$ cat src/rtl/bus_burst_ctrl.sv
// Burst read/write bus master between the CPU core and the BUS_* handshake interface.
// Defining BUS_TIMEOUT_EN adds a per-beat watchdog that aborts a stalled beat and flags err.
module bus_burst_ctrl #(
    parameter int  ADDR_W      = 32,
    parameter int  DATA_W      = 32,
    parameter int  MAX_BURST   = 16,
    parameter int  TIMEOUT_CYC = 255,
    localparam int LEN_W       = $clog2(MAX_BURST)
) (
    input  logic              clk,
    input  logic              rst,
    input  logic              start,
    input  logic              mode,
    input  logic [ADDR_W-1:0] addr,
    input  logic [LEN_W-1:0]  len,
    input  logic [DATA_W-1:0] core_wdata,
    output logic              core_wnext,
    output logic [DATA_W-1:0] core_rdata,
    output logic              core_rvalid,
    output logic              done,
    output logic              err,
    output logic              busy,
    output logic [ADDR_W-1:0] BUS_addr,
    output logic [DATA_W-1:0] BUS_wdata,
    input  logic [DATA_W-1:0] BUS_rdata,
    output logic              BUS_valid,
    input  logic              BUS_wready,
    output logic              BUS_rready,
    input  logic              BUS_rvalid,
    output logic              BUS_mode
);

    localparam logic [ADDR_W-1:0] BEAT_BYTES = ADDR_W'(DATA_W / 8);

    generate
        if ((DATA_W % 8) != 0 || MAX_BURST < 2 || (MAX_BURST & (MAX_BURST - 1)) != 0 || TIMEOUT_CYC < 1) begin : g_bad_param
            $error("bus_burst_ctrl: illegal parameter combination");
        end
    endgenerate

    typedef enum logic [1:0] {S_IDLE, S_WBEAT, S_RBEAT, S_FIN} state_t;

    state_t            r_state;
    state_t            w_next;
    logic [ADDR_W-1:0] r_addr;
    logic [DATA_W-1:0] r_wdata;
    logic [DATA_W-1:0] r_rdata;
    logic [LEN_W-1:0]  r_cnt;
    logic              r_mode;
    logic              r_rvalid;
    logic              w_accept;
    logic              w_active;
    logic              w_beat;
    logic              w_last;
    logic              w_timeout;

    assign w_accept = (r_state == S_IDLE) && start;
    assign w_active = (r_state == S_WBEAT) || (r_state == S_RBEAT);
    assign w_beat   = ((r_state == S_WBEAT) && BUS_wready) || ((r_state == S_RBEAT) && BUS_rvalid);
    assign w_last   = (r_cnt == '0);

`ifdef BUS_TIMEOUT_EN
    localparam int WD_W = $clog2(TIMEOUT_CYC + 1);

    logic [WD_W-1:0] r_wdog;
    logic            r_err;

    // The cycle the counter would reach TIMEOUT_CYC is the abort cycle itself.
    assign w_timeout = w_active && !w_beat && (r_wdog == WD_W'(TIMEOUT_CYC - 1));
    assign err       = r_err;

    always_ff @(posedge clk or posedge rst) begin
        if (rst) begin
            r_wdog <= '0;
            r_err  <= 1'b0;
        end else begin
            if (!w_active || w_beat) r_wdog <= '0;
            else                     r_wdog <= r_wdog + WD_W'(1);
            if (w_accept)            r_err  <= 1'b0;
            else if (w_timeout)      r_err  <= 1'b1;
        end
    end
`else
    assign w_timeout = 1'b0;
    assign err       = 1'b0;
`endif

    always_ff @(posedge clk or posedge rst) begin
        if (rst) r_state <= S_IDLE;
        else     r_state <= w_next;
    end

    always_comb begin
        w_next = r_state;
        case (r_state)
            S_IDLE:           if (start) w_next = mode ? S_WBEAT : S_RBEAT;
            S_WBEAT, S_RBEAT: if ((w_beat && w_last) || w_timeout) w_next = S_FIN;
            S_FIN:            w_next = S_IDLE;
            default:          w_next = S_IDLE;
        endcase
    end

    always_ff @(posedge clk or posedge rst) begin
        if (rst) begin
            r_addr   <= '0;
            r_wdata  <= '0;
            r_rdata  <= '0;
            r_cnt    <= '0;
            r_mode   <= 1'b0;
            r_rvalid <= 1'b0;
        end else begin
            r_rvalid <= 1'b0;
            if (w_accept) begin
                r_mode  <= mode;
                r_addr  <= addr;
                r_wdata <= core_wdata;
                r_cnt   <= len;
            end else if (w_beat) begin
                r_addr <= r_addr + BEAT_BYTES;
                r_cnt  <= r_cnt - LEN_W'(1);
                if (r_state == S_WBEAT) begin
                    r_wdata <= core_wdata;
                end else begin
                    r_rdata  <= BUS_rdata;
                    r_rvalid <= 1'b1;
                end
            end
        end
    end

    // Handshake outputs decode straight from the state register so reset clears them at once.
    assign BUS_valid   = w_active;
    assign BUS_rready  = (r_state == S_RBEAT);
    assign BUS_mode    = r_mode;
    assign BUS_addr    = r_addr;
    assign BUS_wdata   = r_wdata;
    assign core_wnext  = (r_state == S_WBEAT) && BUS_wready;
    assign core_rdata  = r_rdata;
    assign core_rvalid = r_rvalid;
    assign done        = (r_state == S_FIN);
    assign busy        = (r_state != S_IDLE);

endmodule

$ cat config.mk
export PLATFORM = sky130hd
export DESIGN_NAME = bus_burst_ctrl
export DESIGN_NICKNAME = d
export VERILOG_FILES = /design/src/rtl/bus_burst_ctrl.sv
export SDC_FILE = /design/constraint.sdc
export NUM_CORES = 1
export LEC_CHECK = 0
export BUFFER_PORTS_ARGS = -buffer_cell sky130_fd_sc_hd__clkbuf_2
export CORE_MARGIN = 3
export CORE_UTILIZATION = 30
export DETAILED_ROUTE_END_ITERATION = 7
export GPL_ROUTABILITY_DRIVEN = 0
export HOLD_SLACK_MARGIN = 0.05
export PLACE_DENSITY = 0.61
export SETUP_SLACK_MARGIN = 0.3
export SLEW_MARGIN = 10
export SYNTH_ARGS = -nofsm -noshare
export SYNTH_HDL_FRONTEND = slang
export SYNTH_SLANG_ARGS = --single-unit
$ cat constraint.sdc
create_clock -name clk -period 5.95 [get_ports clk]
set_input_delay 0.595 -clock clk [delete_from_list [all_inputs] [get_ports clk]]
set_output_delay 0.595 -clock clk [all_outputs]
set_load 0.05 [all_outputs]
### After elaboration in Yosys (flattened, before gate mapping)

Cells that the tools add are included.

| word-level totals | value |
|---|---|
| flip-flop bits (word level) | 104 |
| bits of input ports | 106 |
| word-level logic and storage cells | 45 |

| operators by class | value |
|---|---|
| add/subtract/negate cells | 2 |
| eq/ne operators | 5 |
| multiplexer cells | 14 |
| bitwise operators | 2 |
| reductions and logical operators | 15 |

Operators by type and width:

| cell | number |
|---|---|
| $mux W32 | 5 |
| $add A32 B3 Y32 const B | 1 |
| $mux W4 | 2 |
| $mux W2 | 3 |
| $pmux W2 S3 | 1 |
| $reduce_bool A2 Y1 | 3 |
| $eq A2 B2 Y1 const B | 2 |
| $logic_and A1 B1 Y1 | 4 |
| $logic_not A4 Y1 | 1 |
| $ne A2 B2 Y1 const B | 2 |
| $reduce_and A2 Y1 | 2 |
| $sub A4 B1 Y4 const B | 1 |
| $mux W1 | 3 |
| $reduce_and A3 Y1 | 1 |
| $eq A2 B1 Y1 const B | 1 |
| $logic_not A2 Y1 | 1 |
| $logic_or A1 B1 Y1 | 2 |
| $not A1 Y1 | 2 |
| $reduce_or A2 Y1 | 1 |

### Logic depth before layout (Yosys ltp)

| depth | value |
|---|---|
| depth after elaboration | 6 |
| mapped depth | 8 |

### Least setup slack after synthesis

Ideal clock, no wire load.

| timing | value |
|---|---|
| kind | reg2reg |
| from | register r_state[0] |
| to | register r_addr[27], in the netlist BUS_addr[27] |
| arrival | 2.417 ns |
| required time | 5.820 ns |
| slack | 3.404 ns |
| cell stages (with the launch flop) | 9 |
| cells stage by stage | dfrtp_1 -> inv_1 -> ha_1 -> a22oi_2 -> or3b_2 -> buf_2 -> nor4_2 -> xnor2_1 -> o21ai_1 |

| on the way | value |
|---|---|
| longest elaborated chain between the ends | 4 |
| elaborated cells between the ends (all ways) | 9 |

Ends and longest elaborated chain:

| item | RTL line | text |
|---|---|---|
| start, declared | 43 | `state_t r_state;` |
| start signal, assigned | 90 | `else r_state <= w_next;` |
| $eq A2 B2 Y1 | - |  |
| net BUS_rready | 28 | `output logic BUS_rready,` |
| $logic_and A1 B1 Y1 | 59 | `assign w_beat = ((r_state == S_WBEAT) && BUS_wready) \|\| ((r_state == S_RBEAT) && BUS_rvalid);` |
| $logic_or A1 B1 Y1 | 59 |  |
| $reduce_bool A2 Y1 (no source line) | - |  |
| end signal, assigned | 115 | `r_addr <= addr;` |
| end signal, assigned | 119 | `r_addr <= r_addr + BEAT_BYTES;` |
| end, declared | 45 | `logic [ADDR_W-1:0] r_addr;` |

The timed path passes the listed nets, and every way through them passes these cells.
A chain may end at the register's enable or synchronous reset.

### Worst setup path after layout

| timing | value |
|---|---|
| from | register r_state[0] |
| to | register r_wdata[12], in the netlist BUS_wdata[12] |

| on the way | value |
|---|---|
| longest elaborated chain between the ends | 5 |
| elaborated cells between the ends (all ways) | 11 |

Ends and longest elaborated chain:

| item | RTL line | text |
|---|---|---|
| $eq A2 B1 Y1 or $eq A2 B2 Y1 (tied branches) | 59, 121 |  |
| $logic_and A1 B1 Y1 | 59 |  |
| $logic_or A1 B1 Y1 | 59 |  |
| $reduce_bool A2 Y1 (no source line) | - |  |
| $reduce_and A2 Y1 (no source line) | - |  |
| end signal, assigned | 116 | `r_wdata <= core_wdata;` |
| end signal, assigned | 122 | `r_wdata <= core_wdata;` |
| end, declared | 46 | `logic [DATA_W-1:0] r_wdata;` |

Several ways; a longest one is shown, not always the timed one.

==> metrics.txt <==
setup tns final 0 ns; largest net degree at the start of global routing 62; Slew headroom 31.17%; first-pass GRT wire length 19240 um; Seq/Total Area, Yosys 55.82%; vias after detailed routing 3660; XOR/XNOR Fraction of Synth Area 5.824%; count of unique library cells instantiated by Yosys 36; Hold WC Path Type in -> async; outcome finished, final reports clean; Buffers on Ports 208; crit-path leading delay family compound AO/OA/AOI/OAI gates; DR vias/cell 4.662; met2 WL 5813 um; vias in the first global route 3871; Avg Synthesized Cell Area 11.89 um2; die height 130.7 um; Max H-tree Level 3; ys flop type dfrtp_1; ys async rst share 100.0%; Nets 710; final WL 12090 um; largest family of logic cells by synthesized area multiplexers; CTS tree yes; Syn Std Cell Area 4662 um2; Yosys warning total 0; core area 14860 um2; Final min period 2.710 ns; diodes inserted 0; Total GRT Usage 14.37%; CP Data Arrival Time 2.94 ns; per-cell routed wire length 15.40 um; Max Slew Vio Count 0; CP Cell Sequence inv_1, ha_1, and2_2, a21oi_4, mux2_2; CTS Hold Bufs 0; post-cts resize count 0; Routed Antenna Nets 0; initial core utilization 31.36%; Clk Latency, worst-skew pair 0.35 ns; CTS Buffer Depth 2; initial antenna violation count 0; first drt pass iteration count 4; WL met1 5095 um; Worst setup SP type register; Post-DP HPWL 9153 um; dpl ws 3.217 ns; EDFF count, synth 0; Post-CTS Setup Repair Bufs 0; Compound-Gate Fraction of Synth Area 5.099%; simple-gate share of the synthesized area 12.91%; RSZ-0062 raised after global routing no; multiplexer share of the synthesized area 15.67%; Rows 44; fin crit share 45.55%; critical path fanouts, max 61; fmax 369.0 MHz; r2r worst-path depth 5; drc violations 0; Crit Path Category reg -> reg; die footprint 17070 um2; beginning of the critical path r_state[0]$_DFFE_PP0P_; required time of the critical path 6.18 ns; number of max-cap violations 0; final hold viol count 0; Critical R2R Launch r_state[0]$_DFFE_PP0P_; final worst slack 3.240 ns; endpoints failing setup 0; Levels on crit path 5; CP max-delay cell a21oi_4; CTS sink count 104; Mapped Cells 392; area delta synth->final 32.93%; FF+latch count, synth 104; GR Overflow Total 0; Syn Nets 506; Post-Synth Adder-Cell Area 2.147%; final clock skew 0.008836 ns; CP Capture Type register; top metal layer carrying routed signals met4; slew at the pin closest to its max-slew limit 1.032 ns; clk slew on worst S/H paths 0.07 ns; proportion of layout cells with a drive suffix above 1 50.58%; crit-path max cell delay 0.89 ns; Die X 130.7 um; TritonCTS buffer count 9; CTS root buffer clkbuf_16; metal3 WL 900 um; DR iter-0 viols 160; Worst Path Buf+Inv 1; I/O pins 210
-- cell usage after synthesis, types with 8 or more instances --
master / instances / area share, %
clkbuf_1: 12 / 0.97
o21ai_0: 29 / 3.1
ha_1: 8 / 2.1
inv_1: 8 / 0.64
nor2_1: 10 / 0.81
nand4_1: 11 / 1.5
mux2_2: 64 / 15
nand3_1: 9 / 0.97
dfrtp_1: 104 / 56
nand2_1: 56 / 4.5
xor2_1: 17 / 3.2
xnor2_1: 14 / 2.6
-- worst register-to-register path: stages (launching register included) --
cell and delay, ns:
dfrtp_1 0.40, inv_1 0.10, ha_1 0.23, and2_2 0.53, a21oi_4 0.90, mux2_2 0.44
-- placed cells by master (no fill, tap or decap), types with 4 or more instances in the layout --
master / synthesis / final
xor2_1: 17 / 17
ha_1: 8 / 8
nand3_1: 9 / 9
nor2_1: 10 / 10
clkbuf_2: 0 / 208
o21ai_1: 5 / 5
inv_1: 8 / 7
clkbuf_16: 0 / 9
dfrtp_1: 104 / 104
mux2_2: 64 / 64
o21ai_0: 29 / 29
a21oi_1: 5 / 4
xnor2_1: 14 / 14
and3_1: 4 / 4
nand4_1: 11 / 11
nand2_1: 56 / 56
-- per-layer routing --
metal  track usage, %  up-vias
li1                 -     1757
met1            17.64     1754
met2            23.84      132
met3            4.390       17
met4            5.445        0
met5                0        -
-- sequential cells by signal, summed over array words and instances, names as in the netlist --
signal,flops
BUS_mode,1
r_cnt,4
core_rdata,32
BUS_addr,32
r_state,2
BUS_wdata,32
core_rvalid,1
-- cell type report --
cell class              count  area, um2
multi-input cells         262       1963
flip-flops and latches    104       2603
fillers                  1450       8667
well taps                 184      230.2
clock buffers              10      229.0
inverters                   8      32.53
clock inverters             6      76.32
repair buffers            211       1064
-- worst paths after layout --
kind | end | slack, ns
max | BUS_wdata[12]$_DFFE_PP0P_ | 3.24
min | core_rdata[1]$_DFFE_PP0P_ | 0.31
max reg2reg | BUS_wdata[12]$_DFFE_PP0P_ | 3.24
min reg2reg | BUS_addr[0]$_DFFE_PP0P_ | 0.48
max in group asynchronous | BUS_addr[11]$_DFFE_PP0P_ | 4.47
min in group clk | BUS_addr[0]$_DFFE_PP0P_ | 0.44
-- cell families (layout without fill, tap and decap cells) --
logic type | after synthesis | count (layout)
AND/OR/NAND/NOR | 113 | 113
flip-flops | 104 | 104
multiplexers | 65 | 65
AO/OA/AOI/OAI | 44 | 44
XOR/XNOR | 31 | 31
buffers and inverters | 26 | 235
adder cells (fa/ha/maj) | 8 | 8
other | 1 | 1
-- per-stage QoR --
step,cells,instance area [um2],hold WS (ns),utilization (%)
2_1_floorplan,392,4662,0.5001,-
5_1_grt,785,6197,0.3419,41.69
3_3_place_gp,769,5892,0.4623,39.64
4_1_cts,785,6197,0.3224,41.69
6_report,785,6197,0.3096,41.69
3_5_place_dp,769,5892,0.4659,39.64
Power is not shown: default switching activity piles up to over one toggle a cycle in this logic, so the estimate is an artifact.
